### src/rtl/hilo_multu_unit_pkg.sv
`default_nettype none
// ============================================================================
// Module      : hilo_multu_unit_pkg
// Description : Shared definitions for the HI/LO multiply unit: funct codes
//               (same encodings as the ALU result mux), operand width default
//               and the sequencer state type.
// Revision    : 1.0 - initial release
// ============================================================================
package hilo_multu_unit_pkg;

    // Default operand width; HI and LO are each this wide.
    localparam int c_width = 32;

    // Instruction funct field encodings.
    localparam logic [5:0] c_funct_multu = 6'b011001;
    localparam logic [5:0] c_funct_mult  = 6'b011000;
    localparam logic [5:0] c_funct_mfhi  = 6'b010000;
    localparam logic [5:0] c_funct_mflo  = 6'b010010;

    // Sequencer states.
    typedef enum logic [1:0] {
        ST_IDLE = 2'd0,
        ST_RUN  = 2'd1,
        ST_DONE = 2'd2
    } state_t;

endpackage : hilo_multu_unit_pkg
`default_nettype wire

### src/rtl/multu_shift_add_dp.sv
`default_nettype none
// ============================================================================
// Module      : multu_shift_add_dp
// Description : Shift-add multiplier datapath. Holds the double-width product
//               register {P_hi, P_lo} and the multiplicand, and performs one
//               conditional add + right shift per step. The post-step product
//               is exposed so the owner can capture it on the final step.
// Revision    : 1.0 - initial release
// ============================================================================
module multu_shift_add_dp #(
    parameter int WIDTH = 32
) (
    input  logic               clk,
    input  logic               rst_n,
    input  logic               load,
    input  logic               step,
    input  logic [WIDTH-1:0]   a_in,
    input  logic [WIDTH-1:0]   b_in,
    output logic [WIDTH-1:0]   p_hi_nxt,
    output logic [WIDTH-1:0]   p_lo_nxt
);

    logic [WIDTH-1:0] r_p_hi;
    logic [WIDTH-1:0] r_p_lo;
    logic [WIDTH-1:0] r_mcand;
    logic [WIDTH:0]   w_sum;

    // Conditional add of the multiplicand into the upper half; the extra bit
    // keeps the carry so it can be shifted back in below.
    always_comb begin
        w_sum = {1'b0, r_p_hi};
        if (r_p_lo[0]) begin
            w_sum = {1'b0, r_p_hi} + {1'b0, r_mcand};
        end
    end

    // {sum, P_lo} >> 1 split into its two halves.
    assign p_hi_nxt = w_sum[WIDTH:1];
    assign p_lo_nxt = {w_sum[0], r_p_lo[WIDTH-1:1]};

    // Product and multiplicand registers: load seeds, step advances.
    always_ff @(posedge clk or negedge rst_n) begin
        if (!rst_n) begin
            r_p_hi  <= '0;
            r_p_lo  <= '0;
            r_mcand <= '0;
        end else if (load) begin
            r_p_hi  <= '0;
            r_p_lo  <= b_in;
            r_mcand <= a_in;
        end else if (step) begin
            r_p_hi  <= p_hi_nxt;
            r_p_lo  <= p_lo_nxt;
        end
    end

endmodule : multu_shift_add_dp
`default_nettype wire

### src/rtl/hilo_multu_unit.sv
`default_nettype none
// ============================================================================
// Module      : hilo_multu_unit
// Description : Sequential unsigned multiplier owning the MIPS HI/LO registers.
//               Accepts MULTU, iterates WIDTH shift-add steps, then writes the
//               product to HI/LO and pulses done for one cycle. HI/LO keep the
//               previous result while a multiply is in flight.
//               Optional macro MULT_SIGNED_EN: also accept MULT (signed) by
//               multiplying magnitudes and negating the result when needed.
// Revision    : 1.0 - initial release
// ============================================================================
module hilo_multu_unit
    import hilo_multu_unit_pkg::*;
#(
    parameter int WIDTH = c_width
) (
    input  logic               clk,
    input  logic               rst_n,
    input  logic               start,
    input  logic [5:0]         funct,
    input  logic [WIDTH-1:0]   dataA,
    input  logic [WIDTH-1:0]   dataB,
    output logic [WIDTH-1:0]   HiOut,
    output logic [WIDTH-1:0]   LoOut,
    output logic               busy,
    output logic               done
);

    localparam int               CNT_W  = $clog2(WIDTH) + 1;
    localparam logic [CNT_W-1:0] c_last = CNT_W'(WIDTH - 1);

    state_t             r_state;
    state_t             w_state_nxt;
    logic [CNT_W-1:0]   r_cnt;
    logic [WIDTH-1:0]   r_hi;
    logic [WIDTH-1:0]   r_lo;

    logic               w_funct_ok;
    logic               w_accept;
    logic               w_load;
    logic               w_step;
    logic               w_finish;
    logic [WIDTH-1:0]   w_op_a;
    logic [WIDTH-1:0]   w_op_b;
    logic [WIDTH-1:0]   w_p_hi_nxt;
    logic [WIDTH-1:0]   w_p_lo_nxt;
    logic [2*WIDTH-1:0] w_prod_nxt;
    logic [2*WIDTH-1:0] w_result;

    assign w_prod_nxt = {w_p_hi_nxt, w_p_lo_nxt};

`ifdef MULT_SIGNED_EN
    localparam logic [WIDTH-1:0]   c_one_w = {{(WIDTH-1){1'b0}}, 1'b1};
    localparam logic [2*WIDTH-1:0] c_one_p = {{(2*WIDTH-1){1'b0}}, 1'b1};

    logic r_sign;
    logic w_is_mult;

    assign w_is_mult  = (funct == c_funct_mult);
    assign w_funct_ok = (funct == c_funct_multu) || w_is_mult;
    // Signed operands enter the datapath as magnitudes.
    assign w_op_a     = (w_is_mult && dataA[WIDTH-1]) ? (~dataA + c_one_w) : dataA;
    assign w_op_b     = (w_is_mult && dataB[WIDTH-1]) ? (~dataB + c_one_w) : dataB;
    assign w_result   = r_sign ? (~w_prod_nxt + c_one_p) : w_prod_nxt;

    // Result sign captured with the operands; always positive for MULTU.
    always_ff @(posedge clk or negedge rst_n) begin
        if (!rst_n) begin
            r_sign <= 1'b0;
        end else if (w_load) begin
            r_sign <= w_is_mult & (dataA[WIDTH-1] ^ dataB[WIDTH-1]);
        end
    end
`else
    assign w_funct_ok = (funct == c_funct_multu);
    assign w_op_a     = dataA;
    assign w_op_b     = dataB;
    assign w_result   = w_prod_nxt;
`endif

    // A command is taken in IDLE or DONE; commands during RUN are dropped.
    assign w_accept = start && w_funct_ok && (r_state != ST_RUN);

    // State register.
    always_ff @(posedge clk or negedge rst_n) begin
        if (!rst_n) begin
            r_state <= ST_IDLE;
        end else begin
            r_state <= w_state_nxt;
        end
    end

    // Next state and datapath controls.
    always_comb begin
        w_state_nxt = r_state;
        w_load      = 1'b0;
        w_step      = 1'b0;
        w_finish    = 1'b0;
        case (r_state)
            ST_IDLE: begin
                if (w_accept) begin
                    w_state_nxt = ST_RUN;
                    w_load      = 1'b1;
                end
            end
            ST_RUN: begin
                w_step = 1'b1;
                if (r_cnt == c_last) begin
                    w_state_nxt = ST_DONE;
                    w_finish    = 1'b1;
                end
            end
            ST_DONE: begin
                if (w_accept) begin
                    w_state_nxt = ST_RUN;
                    w_load      = 1'b1;
                end else begin
                    w_state_nxt = ST_IDLE;
                end
            end
            default: begin
                w_state_nxt = ST_IDLE;
            end
        endcase
    end

    // Iteration counter: cleared on load, advanced once per step.
    always_ff @(posedge clk or negedge rst_n) begin
        if (!rst_n) begin
            r_cnt <= '0;
        end else if (w_load) begin
            r_cnt <= '0;
        end else if (w_step) begin
            r_cnt <= r_cnt + 1'b1;
        end
    end

    // HI/LO capture the post-final-step product; held otherwise.
    always_ff @(posedge clk or negedge rst_n) begin
        if (!rst_n) begin
            r_hi <= '0;
            r_lo <= '0;
        end else if (w_finish) begin
            r_hi <= w_result[2*WIDTH-1:WIDTH];
            r_lo <= w_result[WIDTH-1:0];
        end
    end

    multu_shift_add_dp #(
        .WIDTH    (WIDTH)
    ) u_dp (
        .clk      (clk),
        .rst_n    (rst_n),
        .load     (w_load),
        .step     (w_step),
        .a_in     (w_op_a),
        .b_in     (w_op_b),
        .p_hi_nxt (w_p_hi_nxt),
        .p_lo_nxt (w_p_lo_nxt)
    );

    assign HiOut = r_hi;
    assign LoOut = r_lo;
    assign busy  = (r_state == ST_RUN);
    assign done  = (r_state == ST_DONE);

endmodule : hilo_multu_unit
`default_nettype wire

### config.mk
export PLATFORM = sky130hd
export DESIGN_NAME = hilo_multu_unit
export DESIGN_NICKNAME = d
export VERILOG_FILES = /design/src/rtl/hilo_multu_unit_pkg.sv /design/src/rtl/multu_shift_add_dp.sv /design/src/rtl/hilo_multu_unit.sv
export SDC_FILE = /design/constraint.sdc
export NUM_CORES = 1
export LEC_CHECK = 0
export ABC_CLOCK_PERIOD_IN_PS = 2900
export CAP_MARGIN = 40
export CORE_MARGIN = 2
export CORE_UTILIZATION = 38
export DETAILED_ROUTE_END_ITERATION = 16
export PLACE_DENSITY = 0.61
export SLEW_MARGIN = 40
export SYNTH_ARGS = -nofsm -noshare
export SYNTH_HDL_FRONTEND = slang
export SYNTH_SLANG_ARGS = --single-unit
### constraint.sdc
create_clock -name clk -period 2.9 [get_ports clk]
set_clock_uncertainty 0.1 [all_clocks]
set_input_delay 0.58 -clock clk [delete_from_list [all_inputs] [get_ports clk]]
set_output_delay 0.58 -clock clk [all_outputs]
set_load 0.05 [all_outputs]
==> flow_metrics.env, run 1 <==
export IMPL_fin_nets=1202
export IMPL_layout_setup_ws_ns=0.131
export IMPL_maxCapViolCount=0
export IMPL_num_vias=7345
export IMPL_min_path_type="reg2reg"
export IMPL_synthArstFlopShare_pct=100
export IMPL_critPathMaxFanout=6
export IMPL_hold_depth=2
export IMPL_synth_cell_type_count=60
export IMPL_finalCritPeriodShare_pct=95.5
export IMPL_powerDensity_mw_per_mm2=934
export IMPL_nFillCells=2198
export IMPL_drtPass1Iterations=5
export IMPL_ys_seq_elements=168
export IMPL_worstRegToRegCells=10
export IMPL_core_mm2=0.0224
export IMPL_grt_ovfl_total=0
export IMPL_slowest_stage="dfrtp_1"
export IMPL_root_buffer="clkbuf_16"
export IMPL_final_util_pct=49.5
export IMPL_postSynthCellCount=967
export IMPL_track_usage_pct=20.6
export IMPL_die_area_mm2=0.0238
export IMPL_clk_pin_slew_ns=0.07
export IMPL_reg2reg_slack_ns=0.13
export IMPL_drive_above_1_share_pct=8.84
export IMPL_cts_made_buffers=17
export IMPL_end_kind="flip-flop"
export IMPL_clock_sinks=168
export IMPL_avgRoutedWirePerCell_um=17.1
export IMPL_synth_flop_cell="dfrtp_1"
export IMPL_seqCellArea_mm2=0.00420
export IMPL_drt_total_wl_mm=23.8
export IMPL_path_cells="ha_4 -> a21o_1 -> a31o_2 -> o41ai_4 -> nor3_1 -> or2_4 -> or3_1 -> a31oi_1 -> buf_4 -> o21ai_0"
export IMPL_dpl_instance_area_mm2=0.0104
export IMPL_rsz0062_at_grt="no"
export IMPL_critPathTopFamily="compound AO/OA/AOI/OAI gates"
export IMPL_critPathKind="reg2reg"
export IMPL_io_pins=139
export IMPL_grt_max_degree=73
export IMPL_max_stage_delay_ns=0.42
export IMPL_seq_area_frac_synth_pct=48.9
export IMPL_diodes=0
export IMPL_relSlewSlack_pct=49.2
export IMPL_synth_edf_count=0
export IMPL_regToRegEndpoint="HiOut[22]"
export IMPL_hold_start="LoOut[21]"
export IMPL_setup_violations=0
export IMPL_vdd_drop_max_mv=0.388
export IMPL_die_x_um=154
export IMPL_yosys_warnings=0
export IMPL_critical_path_buf_inv_count=1
export IMPL_leakagePower_uw=0.00530
export IMPL_hold_end="LoOut[21]"
export IMPL_synth_area_mm2=0.00859
export IMPL_vias_per_cell=5.27
export IMPL_arrival_ns=2.96
export IMPL_final_max_slew_violation_count=0
export IMPL_port_buffers=138
export IMPL_area_growth_pct=29.4
export IMPL_stdcell_count=1393
export IMPL_worst_setup_path_start_kind="flip-flop"
export IMPL_max_slew_worst_pin_slew_ns=0.762
export IMPL_syn_avg_cell_area_um2=8.88
export IMPL_finalCriticalPeriod_ns=2.77
export IMPL_hold_viol_final=0
export IMPL_max_freq_mhz=361
export IMPL_insertion_delay_ns=0.44
export IMPL_timing_rr_start="u_dp.r_mcand[4]"
export IMPL_ant_nets=0
export IMPL_cts_tree="yes"
export IMPL_grt_pass1_vias=7338
export IMPL_fin_area_mm2=0.0111
export IMPL_synthesis_nets=1074
export IMPL_pre_cts_ws_ns=-0.0640
export IMPL_dp_cells=1359
export IMPL_status="completed"
export IMPL_fin_setup_tns_ns=0
export IMPL_drtIter0Drc=441
export IMPL_htreeDepth=4
export IMPL_grt_pass1_wl_mm=39.1
export IMPL_crit_cells=10
export IMPL_initial_utilization_pct=38.3
export IMPL_required_ns=3.09
export IMPL_drc_errors=0
export IMPL_die_y_um=154
export IMPL_antenna_found_initial=0
export IMPL_dp_hpwl_mm=16.1
export IMPL_rows=55
export IMPL_place_congestion=0.898
export IMPL_multi_input_area_mm2=0.00423
export IMPL_clock_path_buffers=2
stage by stage:
step,hold WS [ns],total power (uW)
final,0.374,10400
after detailed placement,0.361,8050
after floorplan,0.184,6410
after global routing,0.403,11000
after CTS,0.000910,10400
after global placement,0.359,7940
where the power goes:
| part | switching (uW) | internal, uW | total (uW) |
|---|---|---|---|
| logic | 2850 | 1630 | 4470 |
| clock network | 1100 | 1240 | 2340 |
| registers | 525 | 3050 | 3570 |
cells in the final DEF, fill, tap and decap left out, drive strengths merged, types with 12 or more instances in the layout:
cell type and instances:
o21ai 68, xnor2 18, nand2 300, a21o 17
clkdlybuf4s50 136, dfrtp 168, a22oi 21, and3 12
clkbuf 17, nand3 14, a31oi 21, mux2i 18
inv 19, a21oi 48, ha 33, nor2 52
buf 30
worst max path at each step:
stage,start,endpoint
3_3_place_gp,u_dp.r_mcand[0],HiOut[29]
4_1_cts,u_dp.r_mcand[0],u_dp.r_p_hi[25]
2_1_floorplan,u_dp.r_mcand[0],HiOut[15]
6_report,u_dp.r_mcand[4],HiOut[22]
3_5_place_dp,u_dp.r_mcand[0],u_dp.r_p_hi[25]
5_1_grt,u_dp.r_mcand[15],HiOut[31]
sequential cells by signal, summed over array words and instances (netlist names):
name	count
HiOut	32
r_cnt	6
u_dp.r_p_hi	32
r_state	2
u_dp.r_mcand	32
LoOut	32
u_dp.r_p_lo	32
area by class of cell:
cell class,instances,area share [%]
clock buffer,17,3.83
clock inverter,15,1.58
inverter,11,0.371
multi-input combinational,730,38.1
sequential,168,37.8
tap,285,3.21
timing repair buffer,167,15.1
worst reg2reg max path: cells and delay by family (launching register included):
kind | cells | cell delay [ns]
compound gates | 5 | 1.01
simple gates | 3 | 0.70
flops | 1 | 0.42
fa+ha+maj | 1 | 0.26
buf+inv | 1 | 0.15
cells by family (layout without fill, tap and decap cells):
group | after synthesis | after routing | synth area share, %
adders and majority gates | 34 | 34 | 5.04
AOI/OAI and AO/OA | 226 | 226 | 17.0
buffers and inverters | 69 | 210 | 3.09
muxes | 23 | 23 | 2.75
and+or+nand+nor | 420 | 420 | 20.4
DFF | 168 | 168 | 48.9
xor gates and xnor gates | 27 | 27 | 2.75
per-layer routing:
metal / vias to the layer above / share of wire (%) / GRT usage, %
met5: - / 0 / 0
met4: 0 / 1.5 / 5.69
met3: 23 / 4.0 / 3.31
met2: 177 / 45 / 32.3
met1: 3560 / 49 / 29.7
li1: 3585 / - / -
synth_stat cells (all sizes together) (4+ instances only):
cell type	instances	share of area [%]
a211oi	5	0.44
a21o	17	1.5
a21oi	48	2.8
a22o	9	0.92
a22oi	21	1.8
a31oi	21	1.5
and3	12	0.87
and4	4	0.44
buf	11	0.55
clkbuf	47	2.1
dfrtp	168	49
ha	33	4.8
inv	10	0.44
mux2	5	0.66
mux2i	18	2.1
nand2	300	13
nand2b	5	0.36
nand3	14	0.82
nand4	8	0.58
nor2	52	2.3
nor2b	7	0.51
nor3	5	0.29
o21ai	68	4.0
o21bai	5	0.44
or3	4	0.29
xnor2	18	1.8
xor2	9	0.92
repair_timing:
action	CTS	global route
hold buffers	0	1
pin swaps	1	6
buffers inserted	0	1
resized for setup	3	17
endpoints found under the setup margin	13	32
hold endpoints to repair	0	2
No activity file was read; power rests on OpenSTA's default activity.
==> run 2, diff against run 1 <==
--- a/config.mk
+++ b/config.mk
@@ -5,13 +5,15 @@
 export SDC_FILE = /design/constraint.sdc
 export NUM_CORES = 1
 export LEC_CHECK = 0
+export ABC_AREA = 1
 export ABC_CLOCK_PERIOD_IN_PS = 2900
 export CAP_MARGIN = 40
 export CORE_MARGIN = 2
 export CORE_UTILIZATION = 38
 export DETAILED_ROUTE_END_ITERATION = 16
-export PLACE_DENSITY = 0.61
+export PLACE_DENSITY = 0.6
 export SLEW_MARGIN = 40
 export SYNTH_ARGS = -nofsm -noshare
 export SYNTH_HDL_FRONTEND = slang
+export SYNTH_HIERARCHICAL = 1
 export SYNTH_SLANG_ARGS = --single-unit
==> flow_metrics.env, run 2 <==
export IMPL_cts_made_buffers=17
export IMPL_vias_per_cell=4.74
export IMPL_worst_setup_path_start_kind="flip-flop"
export IMPL_fin_setup_tns_ns=0
export IMPL_violations="negative hold slack"
export IMPL_powerDensity_mw_per_mm2=602
export IMPL_arrival_ns=2.72
export IMPL_synth_flop_cell="dfrtp_1"
export IMPL_htreeDepth=4
export IMPL_ant_nets=0
export IMPL_antenna_found_initial=0
export IMPL_cts_post_setup_buffers_inserted=0
export IMPL_synth_edf_count=0
export IMPL_rsz0062_at_grt="no"
export IMPL_initial_utilization_pct=38.8
export IMPL_syn_avg_cell_area_um2=7.13
export IMPL_postSynthCellCount=1370
export IMPL_synth_cell_type_count=37
export IMPL_synth_top_area_share_pct=43.0
export IMPL_max_slew_worst_pin_slew_ns=0.757
export IMPL_rows=58
export IMPL_leakagePower_uw=0.00652
export IMPL_critPathKind="reg2reg"
export IMPL_dp_cells=1780
export IMPL_drtIter0Drc=564
export IMPL_setup_violations=0
export IMPL_synthTopCellsByArea="dfrtp_1 (43%), nand2_1 (25%), inv_1 (5.9%)"
export IMPL_drive_above_1_share_pct=6.68
export IMPL_finalCriticalPeriod_ns=2.50
export IMPL_layout_setup_ws_ns=0.401
export IMPL_drc_errors=0
export IMPL_yosysMostFrequentCell="nand2_1"
export IMPL_max_freq_mhz=400
export IMPL_port_buffers=138
export IMPL_status="finished, violations left"
export IMPL_die_area_mm2=0.0270
export IMPL_synth_area_mm2=0.00977
export IMPL_grt_pass1_wl_mm=43.4
export IMPL_place_congestion=0.973
export IMPL_grt_ovfl_total=0
export IMPL_track_usage_pct=20.4
export IMPL_yosys_warnings=6
export IMPL_die_y_um=164
export IMPL_num_vias=8596
export IMPL_finalCritPeriodShare_pct=86.2
export IMPL_required_ns=3.12
export IMPL_hold_worst_slack_ns=-0.00465
export IMPL_synthesis_nets=1477
export IMPL_fin_nets=1576
export IMPL_hold_viol_final=2
export IMPL_cts_resized=0
export IMPL_root_buffer="clkbuf_16"
export IMPL_insertion_delay_ns=0.44
export IMPL_cts_tree="yes"
export IMPL_layout_common_cells="nand2_1 (658), dfrtp_1 (168), inv_1 (152)"
export IMPL_min_path_type="in2async"
export IMPL_ys_seq_elements=168
export IMPL_drtPass1Iterations=5
export IMPL_final_max_slew_violation_count=0
export IMPL_drt_total_wl_mm=26.5
export IMPL_clk_pin_slew_ns=0.08
export IMPL_final_common_cell="nand2_1"
export IMPL_relSlewSlack_pct=49.5
export IMPL_vdd_drop_max_mv=0.291
export IMPL_synth_top_cells_by_count="nand2_1 (658), dfrtp_1 (168), inv_1 (154)"
export IMPL_finalPower_uw=7170
export IMPL_area_growth_pct=21.9
export IMPL_avgRoutedWirePerCell_um=14.6
export IMPL_end_kind="flip-flop"
export IMPL_clock_path_buffers=2
export IMPL_grt_pass1_vias=8483
export IMPL_cts_hold_buffers=0
export IMPL_dp_hpwl_mm=19.2
export IMPL_critPathMaxFanout=5
export IMPL_grt_max_degree=65
export IMPL_stdcell_count=1812
export IMPL_io_pins=139
export IMPL_core_mm2=0.0252
export IMPL_clock_sinks=168
export IMPL_synth_top_cell_by_area="dfrtp_1"
export IMPL_synthArstFlopShare_pct=100
export IMPL_die_x_um=164
export IMPL_maxCapViolCount=0
export IMPL_pre_cts_ws_ns=0.337
export IMPL_seq_area_frac_synth_pct=43.0
export IMPL_diodes=0
## run 2: critical path, cell delays in order, from the launching register on
cell,delay [ns]
dfrtp_1,0.39
ha_1,0.27
fa_1,0.46
nand3_1,0.11
nand3_1,0.14
nand3_1,0.12
nand3_2,0.15
nand2_1,0.12
nand2_1,0.06
nand2_1,0.06
nand3_1,0.13
and2_1,0.20
nand2_1,0.06
nand2_1,0.04
## run 2: final cells by class
cell class | instances | area, um2
well taps | 330 | 413
fillers | 2541 | 13300
multi-input cells | 969 | 4530
clock inverters | 15 | 200
inverters | 159 | 597
clock buffers | 17 | 425
flip-flops and latches | 168 | 4200
repair buffers | 154 | 1540
## run 2: report_power, final
part	switching [uW]	total, uW	internal, uW
combinational	1100	1840	738
clock	1150	2410	1260
sequential	256	2920	2660
total	2510	7170	4660
## run 2: logic make-up after synthesis
kind of cell               synth area share, %
AOI/OAI and AO/OA                         6.29
xor gates and xnor gates                  1.26
adders and majority gates                 4.43
buffers and inverters                     10.8
DFF                                       43.0
and+or+nand+nor                           34.2
## run 2: worst paths after layout
path | startpoint | slack (ns) | depth (start not counted) | to
max reg2reg | u_dp/r_p_hi[0] | 0.40 | 13 | HiOut[27]
min in group clk | u_dp/r_p_lo[10] | 0.38 | 2 | LoOut[9]
min reg2reg | u_dp/r_p_lo[10] | 0.38 | 2 | LoOut[9]
max | u_dp/r_p_hi[0] | 0.40 | 13 | HiOut[27]
min | rst_n | -0.005 | 1 | LoOut[26]
max in group asynchronous | rst_n | 1.90 | 2 | u_dp/r_p_lo[8]
## run 2: per-layer routing
metal | share of wire (%) | global-route usage, %
met4 | 1.3 | 4.86
met2 | 46 | 33.2
met5 | 0 | 0
met1 | 49 | 28.3
met3 | 4.4 | 3.51
## run 2: per-stage QoR
stage,util (%),instance area (um2)
after floorplan,-,9770
after global placement,44.8,11300
after detailed placement,44.8,11300
after CTS,47.3,11900
after global routing,47.3,11900
final,47.3,11900
